## src/rtl/pipe_collision_scorer_if.sv

```systemverilog
// Bundle of pipe/bird geometry and game state in, score and hit events out.
// The game datapath drives the master side; the scorer sits on the slave side.
interface pipe_collision_scorer_if;
  logic        [1:0]  iState;
  logic signed [16:0] iPipe1X;
  logic signed [16:0] iPipe2X;
  logic signed [16:0] iPipe3X;
  logic signed [16:0] iPipe1Y;
  logic signed [16:0] iPipe2Y;
  logic signed [16:0] iPipe3Y;
  logic signed [16:0] iBirdY;
  logic        [11:0] oScore;
  logic        [11:0] oHighScore;
  logic               oScorePulse;
  logic               oCollision;
  logic               oHit;

  modport master (
    output iState, iPipe1X, iPipe2X, iPipe3X, iPipe1Y, iPipe2Y, iPipe3Y, iBirdY,
    input  oScore, oHighScore, oScorePulse, oCollision, oHit
  );

  modport slave (
    input  iState, iPipe1X, iPipe2X, iPipe3X, iPipe1Y, iPipe2Y, iPipe3Y, iBirdY,
    output oScore, oHighScore, oScorePulse, oCollision, oHit
  );
endinterface

```

## src/rtl/pipe_collision_scorer.sv

```systemverilog
// Round-robin pipe scanner: detects bird/pipe and boundary hits, counts passed
// pipes into a saturating 3-digit BCD score and tracks a persistent high score.
module pipe_collision_scorer #(
  parameter int SCREEN_WIDTH    = 640,
  parameter int SCREEN_HEIGHT   = 480,
  parameter int PIPE_WIDTH      = 52,
  parameter int PIPE_GAP_HEIGHT = 100,
  parameter int BIRD_X          = 160,
  parameter int BIRD_SIZE       = 24
) (
  input  logic                    iClock,
  input  logic                    iReset,
  pipe_collision_scorer_if.slave  bus
);

  localparam logic signed [16:0] ScreenW  = 17'(SCREEN_WIDTH);
  localparam logic signed [16:0] ScreenH  = 17'(SCREEN_HEIGHT);
  localparam logic signed [16:0] PipeW    = 17'(PIPE_WIDTH);
  localparam logic signed [16:0] GapH     = 17'(PIPE_GAP_HEIGHT);
  localparam logic signed [16:0] BirdX    = 17'(BIRD_X);
  localparam logic signed [16:0] BirdSize = 17'(BIRD_SIZE);
  localparam logic signed [16:0] Invalid  = -17'sd1;

  typedef enum logic [1:0] {SCAN1, SCAN2, SCAN3} scanState_t;

  scanState_t  state_q, state_d;
  logic [2:0]  passed_q, passed_d;
  logic [11:0] score_q, score_d;
  logic [11:0] high_q, high_d;
  logic        pulse_q, pulse_d;
  logic        coll_q, coll_d;
  logic        hit_q, hit_d;

  logic signed [16:0] selX, selY;
  logic [1:0]         selIdx;
  logic               pipeValid, respawn, passEvt, overlapX, missGap, pipeHit, boundHit;

  // Saturating BCD increment; 999 stays at 999.
  function automatic logic [11:0] bcdInc(input logic [11:0] v);
    logic [11:0] r;
    r = v;
    if (v != 12'h999) begin
      if (v[3:0] == 4'd9) begin
        r[3:0] = 4'd0;
        if (v[7:4] == 4'd9) begin
          r[7:4]  = 4'd0;
          r[11:8] = v[11:8] + 4'd1;
        end else begin
          r[7:4] = v[7:4] + 4'd1;
        end
      end else begin
        r[3:0] = v[3:0] + 4'd1;
      end
    end
    return r;
  endfunction

  always_comb begin
    selX   = bus.iPipe1X;
    selY   = bus.iPipe1Y;
    selIdx = 2'd0;
    case (state_q)
      SCAN2: begin selX = bus.iPipe2X; selY = bus.iPipe2Y; selIdx = 2'd1; end
      SCAN3: begin selX = bus.iPipe3X; selY = bus.iPipe3Y; selIdx = 2'd2; end
      default: ;
    endcase
  end

  assign pipeValid = (selY != Invalid);
  assign respawn   = (selX >= ScreenW);
  assign passEvt   = pipeValid && (selX + PipeW < BirdX) && !passed_q[selIdx];
  assign overlapX  = (selX < BirdX + BirdSize) && (selX + PipeW > BirdX);
  assign missGap   = (bus.iBirdY < selY) || (bus.iBirdY + BirdSize > selY + GapH);
  assign pipeHit   = pipeValid && overlapX && missGap;
  assign boundHit  = (bus.iBirdY < 17'sd0) || (bus.iBirdY + BirdSize > ScreenH);

  // Scanning and scoring only run while playing and not yet hit.
  always_comb begin
    state_d  = state_q;
    passed_d = passed_q;
    score_d  = score_q;
    high_d   = (score_q > high_q) ? score_q : high_q;
    pulse_d  = 1'b0;
    coll_d   = 1'b0;
    hit_d    = hit_q;
    if (bus.iState != 2'd1) begin
      state_d  = SCAN1;
      passed_d = 3'b000;
      hit_d    = 1'b0;
      if (bus.iState == 2'd0) score_d = 12'h000;
    end else if (hit_q) begin
      state_d = SCAN1;
    end else begin
      case (state_q)
        SCAN1:   state_d = SCAN2;
        SCAN2:   state_d = SCAN3;
        default: state_d = SCAN1;
      endcase
      if (respawn) passed_d[selIdx] = 1'b0;
      if (passEvt) begin
        passed_d[selIdx] = 1'b1;
        score_d          = bcdInc(score_q);
        pulse_d          = 1'b1;
      end
      if (pipeHit || boundHit) begin
        hit_d  = 1'b1;
        coll_d = 1'b1;
      end
    end
  end

  always_ff @(posedge iClock) begin
    if (iReset) begin
      state_q  <= SCAN1;
      passed_q <= 3'b000;
      score_q  <= 12'h000;
      high_q   <= 12'h000;
      pulse_q  <= 1'b0;
      coll_q   <= 1'b0;
      hit_q    <= 1'b0;
    end else begin
      state_q  <= state_d;
      passed_q <= passed_d;
      score_q  <= score_d;
      high_q   <= high_d;
      pulse_q  <= pulse_d;
      coll_q   <= coll_d;
      hit_q    <= hit_d;
    end
  end

  assign bus.oScore      = score_q;
  assign bus.oHighScore  = high_q;
  assign bus.oScorePulse = pulse_q;
  assign bus.oCollision  = coll_q;
  assign bus.oHit        = hit_q;

endmodule

```

## src/flat_wrapper.sv

```systemverilog
// flat-port wrapper written by rule: the top's interface ports become plain ports
module pipe_collision_scorer_flat 
#(
  parameter int SCREEN_WIDTH    = 640,
  parameter int SCREEN_HEIGHT   = 480,
  parameter int PIPE_WIDTH      = 52,
  parameter int PIPE_GAP_HEIGHT = 100,
  parameter int BIRD_X          = 160,
  parameter int BIRD_SIZE       = 24
)
  (iClock, iReset, bus_iState, bus_iPipe1X, bus_iPipe2X, bus_iPipe3X, bus_iPipe1Y, bus_iPipe2Y, bus_iPipe3Y, bus_iBirdY, bus_oScore, bus_oHighScore, bus_oScorePulse, bus_oCollision, bus_oHit);
  pipe_collision_scorer_if bus_i ();
  input  logic iClock;
  input  logic iReset;
  input wire logic [$bits(bus_i.iState)-1:0] bus_iState;
  input wire logic [$bits(bus_i.iPipe1X)-1:0] bus_iPipe1X;
  input wire logic [$bits(bus_i.iPipe2X)-1:0] bus_iPipe2X;
  input wire logic [$bits(bus_i.iPipe3X)-1:0] bus_iPipe3X;
  input wire logic [$bits(bus_i.iPipe1Y)-1:0] bus_iPipe1Y;
  input wire logic [$bits(bus_i.iPipe2Y)-1:0] bus_iPipe2Y;
  input wire logic [$bits(bus_i.iPipe3Y)-1:0] bus_iPipe3Y;
  input wire logic [$bits(bus_i.iBirdY)-1:0] bus_iBirdY;
  output wire logic [$bits(bus_i.oScore)-1:0] bus_oScore;
  output wire logic [$bits(bus_i.oHighScore)-1:0] bus_oHighScore;
  output wire logic [$bits(bus_i.oScorePulse)-1:0] bus_oScorePulse;
  output wire logic [$bits(bus_i.oCollision)-1:0] bus_oCollision;
  output wire logic [$bits(bus_i.oHit)-1:0] bus_oHit;
  assign bus_i.iState = bus_iState;
  assign bus_i.iPipe1X = bus_iPipe1X;
  assign bus_i.iPipe2X = bus_iPipe2X;
  assign bus_i.iPipe3X = bus_iPipe3X;
  assign bus_i.iPipe1Y = bus_iPipe1Y;
  assign bus_i.iPipe2Y = bus_iPipe2Y;
  assign bus_i.iPipe3Y = bus_iPipe3Y;
  assign bus_i.iBirdY = bus_iBirdY;
  assign bus_oScore = bus_i.oScore;
  assign bus_oHighScore = bus_i.oHighScore;
  assign bus_oScorePulse = bus_i.oScorePulse;
  assign bus_oCollision = bus_i.oCollision;
  assign bus_oHit = bus_i.oHit;
  pipe_collision_scorer #(.SCREEN_WIDTH(SCREEN_WIDTH), .SCREEN_HEIGHT(SCREEN_HEIGHT), .PIPE_WIDTH(PIPE_WIDTH), .PIPE_GAP_HEIGHT(PIPE_GAP_HEIGHT), .BIRD_X(BIRD_X), .BIRD_SIZE(BIRD_SIZE)) u_core (.iClock(iClock), .iReset(iReset), .bus(bus_i));
endmodule
```

## config.mk

```make
export PLATFORM = sky130hd
export DESIGN_NAME = pipe_collision_scorer_flat
export DESIGN_NICKNAME = d
export VERILOG_FILES = /design/src/rtl/pipe_collision_scorer_if.sv /design/src/rtl/pipe_collision_scorer.sv /design/src/flat_wrapper.sv
export SDC_FILE = /design/constraint.sdc
export NUM_CORES = 1
export LEC_CHECK = 0
export ABC_AREA = 1
export BUFFER_PORTS_ARGS = -buffer_cell sky130_fd_sc_hd__buf_2
export CORE_ASPECT_RATIO = 1.4
export CORE_MARGIN = 2
export CORE_UTILIZATION = 52
export CTS_CLUSTER_DIAMETER = 200
export DETAILED_ROUTE_END_ITERATION = 8
export GPL_TIMING_DRIVEN = 0
export PLACE_DENSITY = 0.87
export SLEW_MARGIN = 25
export SYNTH_ARGS = -nofsm -noshare
export SYNTH_HDL_FRONTEND = slang
export SYNTH_SLANG_ARGS = --single-unit
```

## constraint.sdc

```tcl
create_clock -name iClock -period 4.8 [get_ports iClock]
set_input_delay 0.72 -clock iClock [delete_from_list [all_inputs] [get_ports iClock]]
set_output_delay 0.72 -clock iClock [all_outputs]
set_load 0.02 [all_outputs]
```

==> out/qor.txt <==
R2R setup slack: 380 ps
boundary pin count: 150
most frequent cells in the layout: nand2_1 (174), buf_2 (154), inv_1 (95)
slowest stage delay, CP: 360 ps
FFs w/ async S/R, synth: 0%
synthesized flop and latch total: 32
DRT iter0 DRCs: 335
WHS: 468 ps
largest family of logic cells by synthesized area: simple AND/OR/NAND/NOR gates
post-synthesis mux area share: 0%
# nets final: 1,050
initial antenna violation count: 1
final setup violating endpoints: 0
Post-Synth Adder-Cell Area: 15.9%
Synth Area in Compound Gates: 14.5%
number of global-route vias before repair: 4,569
startpoint types: flop
drt total wl: 12.4 mm
Mean Syn Cell Area: 6.26 um2
Cell variety after synth: 43
Post-CTS Setup Bufs: 0
Lkg Pwr: 0.00285 uW
EDFF count, synth: 0
Worst VDD drop: 0.310 mV
HP Start: u_core.bus.oHighScore[0]
first-pass GRT wire length: 19.6 mm
Fmax: 0.226 GHz
area of the multi-input gates: 3310 um2
relative slew slack: 61.8%
H-tree Lvls: 2
Synth Warn #: 0
total power: 1430 uW
Fin Setup TNS: 0 ps
clock buffer count from CTS: 5
Die X: 82.4 um
syn_nets: 895
Critical R2R Launch: u_core.state_q[0]
dpl hpwl: 10.2 mm
crit path DAT: 4610 ps
sequential standard cell area: 641 um2
buffer depth of the longest clock path: 2
vias per inst: 5.29
RSZ-0062 raised after global routing: false
final hold violations: 0
Mapped Cells: 715
Worst-path clk slew: 50 ps
clk_skew: 5.16 ps
worst path required time: 4980 ps
post-synthesis sequential area ratio: 14.3%
hold-fix buffers at CTS: 0
post-layout min period: 4420 ps
reg2reg path depth: 28
# clock sinks: 32
row count: 40
Post-Synth XOR/XNOR Area: 5.08%
simple-gate portion of the synthesized area: 38.3%
R2R Path End: u_core.bus.oHit
RD Place Congestion: 0.961
drt drc: 0
mean routed wirelength per cell: 12.7 um
critical-path maximum fanout: 10
total grt overflow: 0
largest net degree at the start of global routing: 11
most common cell after layout, fill and taps aside: nand2_1
Critical Path End Type: flop
Die ar.: 9380 um2
initial core utilization: 53.0%
kind of critical path: flop to flop
routed vias: 5,166
Hold Crit Class: flop to flop
Slowest-stage cell, CP: dfxtp_1
filler cell count: 779
Hold Crit Endpoint: u_core.bus.oHighScore[0]
Tcrit/Tclk final: 92.2%
Slew @ Worst Pin: 569 ps
Post-Syn Area: 4480 um2
Area growth, synth to finish: 23.0%
latest clock arrival within the worst-skew pair: 280 ps
Core Box Area: 8460 um2
I/O Buffers: 148
first-pass iteration count of the detailed router: 5
Total GRT Usage: 26.1%
post-route ant nets: 0
clock root buffer: clkbuf_16
proportion of layout cells with a drive suffix above 1: 24.9%
CTS tree: done
Die H: 114 um
Primary FF master, synth: dfxtp_1
Power per Cell Area: 260 nW/um2
outcome: finished clean
Worst Hold Depth: 2
max-slew violations: 0
Max-Cap Viols: 0
[worst max-delay path by stage]
stage,start,endpoint,slack [ps],depth (start not counted)
final,u_core.state_q[0],u_core.bus.oHit,380,28
after global routing,u_core.state_q[0],u_core.bus.oHit,40,28
after CTS,u_core.state_q[0],u_core.bus.oHit,360,27
after detailed placement,u_core.state_q[0],u_core.bus.oHit,380,27
after global placement,u_core.state_q[0],u_core.bus.oHit,410,27
after floorplan,u_core.state_q[0],u_core.bus.oHit,1090,28
[sequential cells by signal (all words and copies together) (netlist names)]
| register | count |
|---|---|
| u_core.passed_q | 3 |
| u_core.bus.oHit | 1 |
| u_core.bus.oHighScore | 12 |
| u_core.state_q | 2 |
| u_core.bus.oCollision | 1 |
| u_core.bus.oScore | 12 |
| u_core.bus.oScorePulse | 1 |
[metrics by stage]
| step | util, % | cell area [um2] | setup slack, ps | cells |
|---|---|---|---|---|
| 3_3_place_gp | 63.3 | 5350 | 411 | 968 |
| 4_1_cts | 65.0 | 5500 | 356 | 976 |
| 5_1_grt | 65.1 | 5510 | 38.9 | 976 |
| 3_5_place_dp | 63.3 | 5350 | 383 | 968 |
| 6_report | 65.1 | 5510 | 376 | 977 |
| 2_1_floorplan | - | 4480 | 1090 | 715 |
[critical path, delay by kind of cell (launching register included)]
kind,cells,cell delay [ps]
buf+inv,8,970
compound gates,3,560
flops,1,360
fa+ha+maj,3,860
simple gates,13,1420
xor+xnor,1,140
[power breakdown]
group	total (uW)	switching, uW	internal, uW
registers	351	29.7	321
logic	762	481	281
clock network	319	115	204
[repair_timing]
item | in CTS | in global routing
endpoints found under the setup margin | 0 | 1
gates resized for setup | 0 | 2
hold endpoints to repair | 0 | 0
[cell usage after synthesis (8+ instances only)]
cell type	instances	area, um2
nand3_1	57	285
a21oi_1	44	220
nand2_2	10	62.6
ha_1	57	713
nand4_1	18	113
or2_1	9	56.3
buf_6	8	90.1
o21ai_0	27	135
nor3_1	16	80.1
xor2_1	19	166
nor2_1	49	184
dfxtp_1	32	641
inv_1	95	357
o21ai_1	12	60.1
nand2_1	174	653
[final cells by class]
cell class / instances / area share, %
multi-input combinational: 562 / 60.1
timing repair buffer: 148 / 13.4
sequential: 32 / 11.6
inverter: 100 / 6.82
buffer: 21 / 2.86
clock buffer: 6 / 2.52
tap: 105 / 2.39
clock inverter: 2 / 0.182
antenna: 1 / 0.0454
[logic make-up (layout without fill, tap and decap cells)]
| kind of cell | Yosys count | count (layout) |
|---|---|---|
| simple gates | 367 | 367 |
| buf+inv | 121 | 277 |
| compound gates | 112 | 112 |
| fa+ha+maj | 57 | 57 |
| flops | 32 | 32 |
| xor+xnor | 26 | 26 |
| other cells | 0 | 1 |
[metal layers]
layer | global-route usage [%] | part of all wire [%] | vias up | wire length [um]
met1 | 31.0 | 42 | 2285 | 5180
met3 | 4.51 | 6.6 | 22 | 813
met4 | 6.67 | 1.8 | 0 | 223
met2 | 47.1 | 50 | 178 | 6190
li1 | - | - | 2681 | -
met5 | 0 | 0 | - | 0
Power figures use the tool's default switching activity.
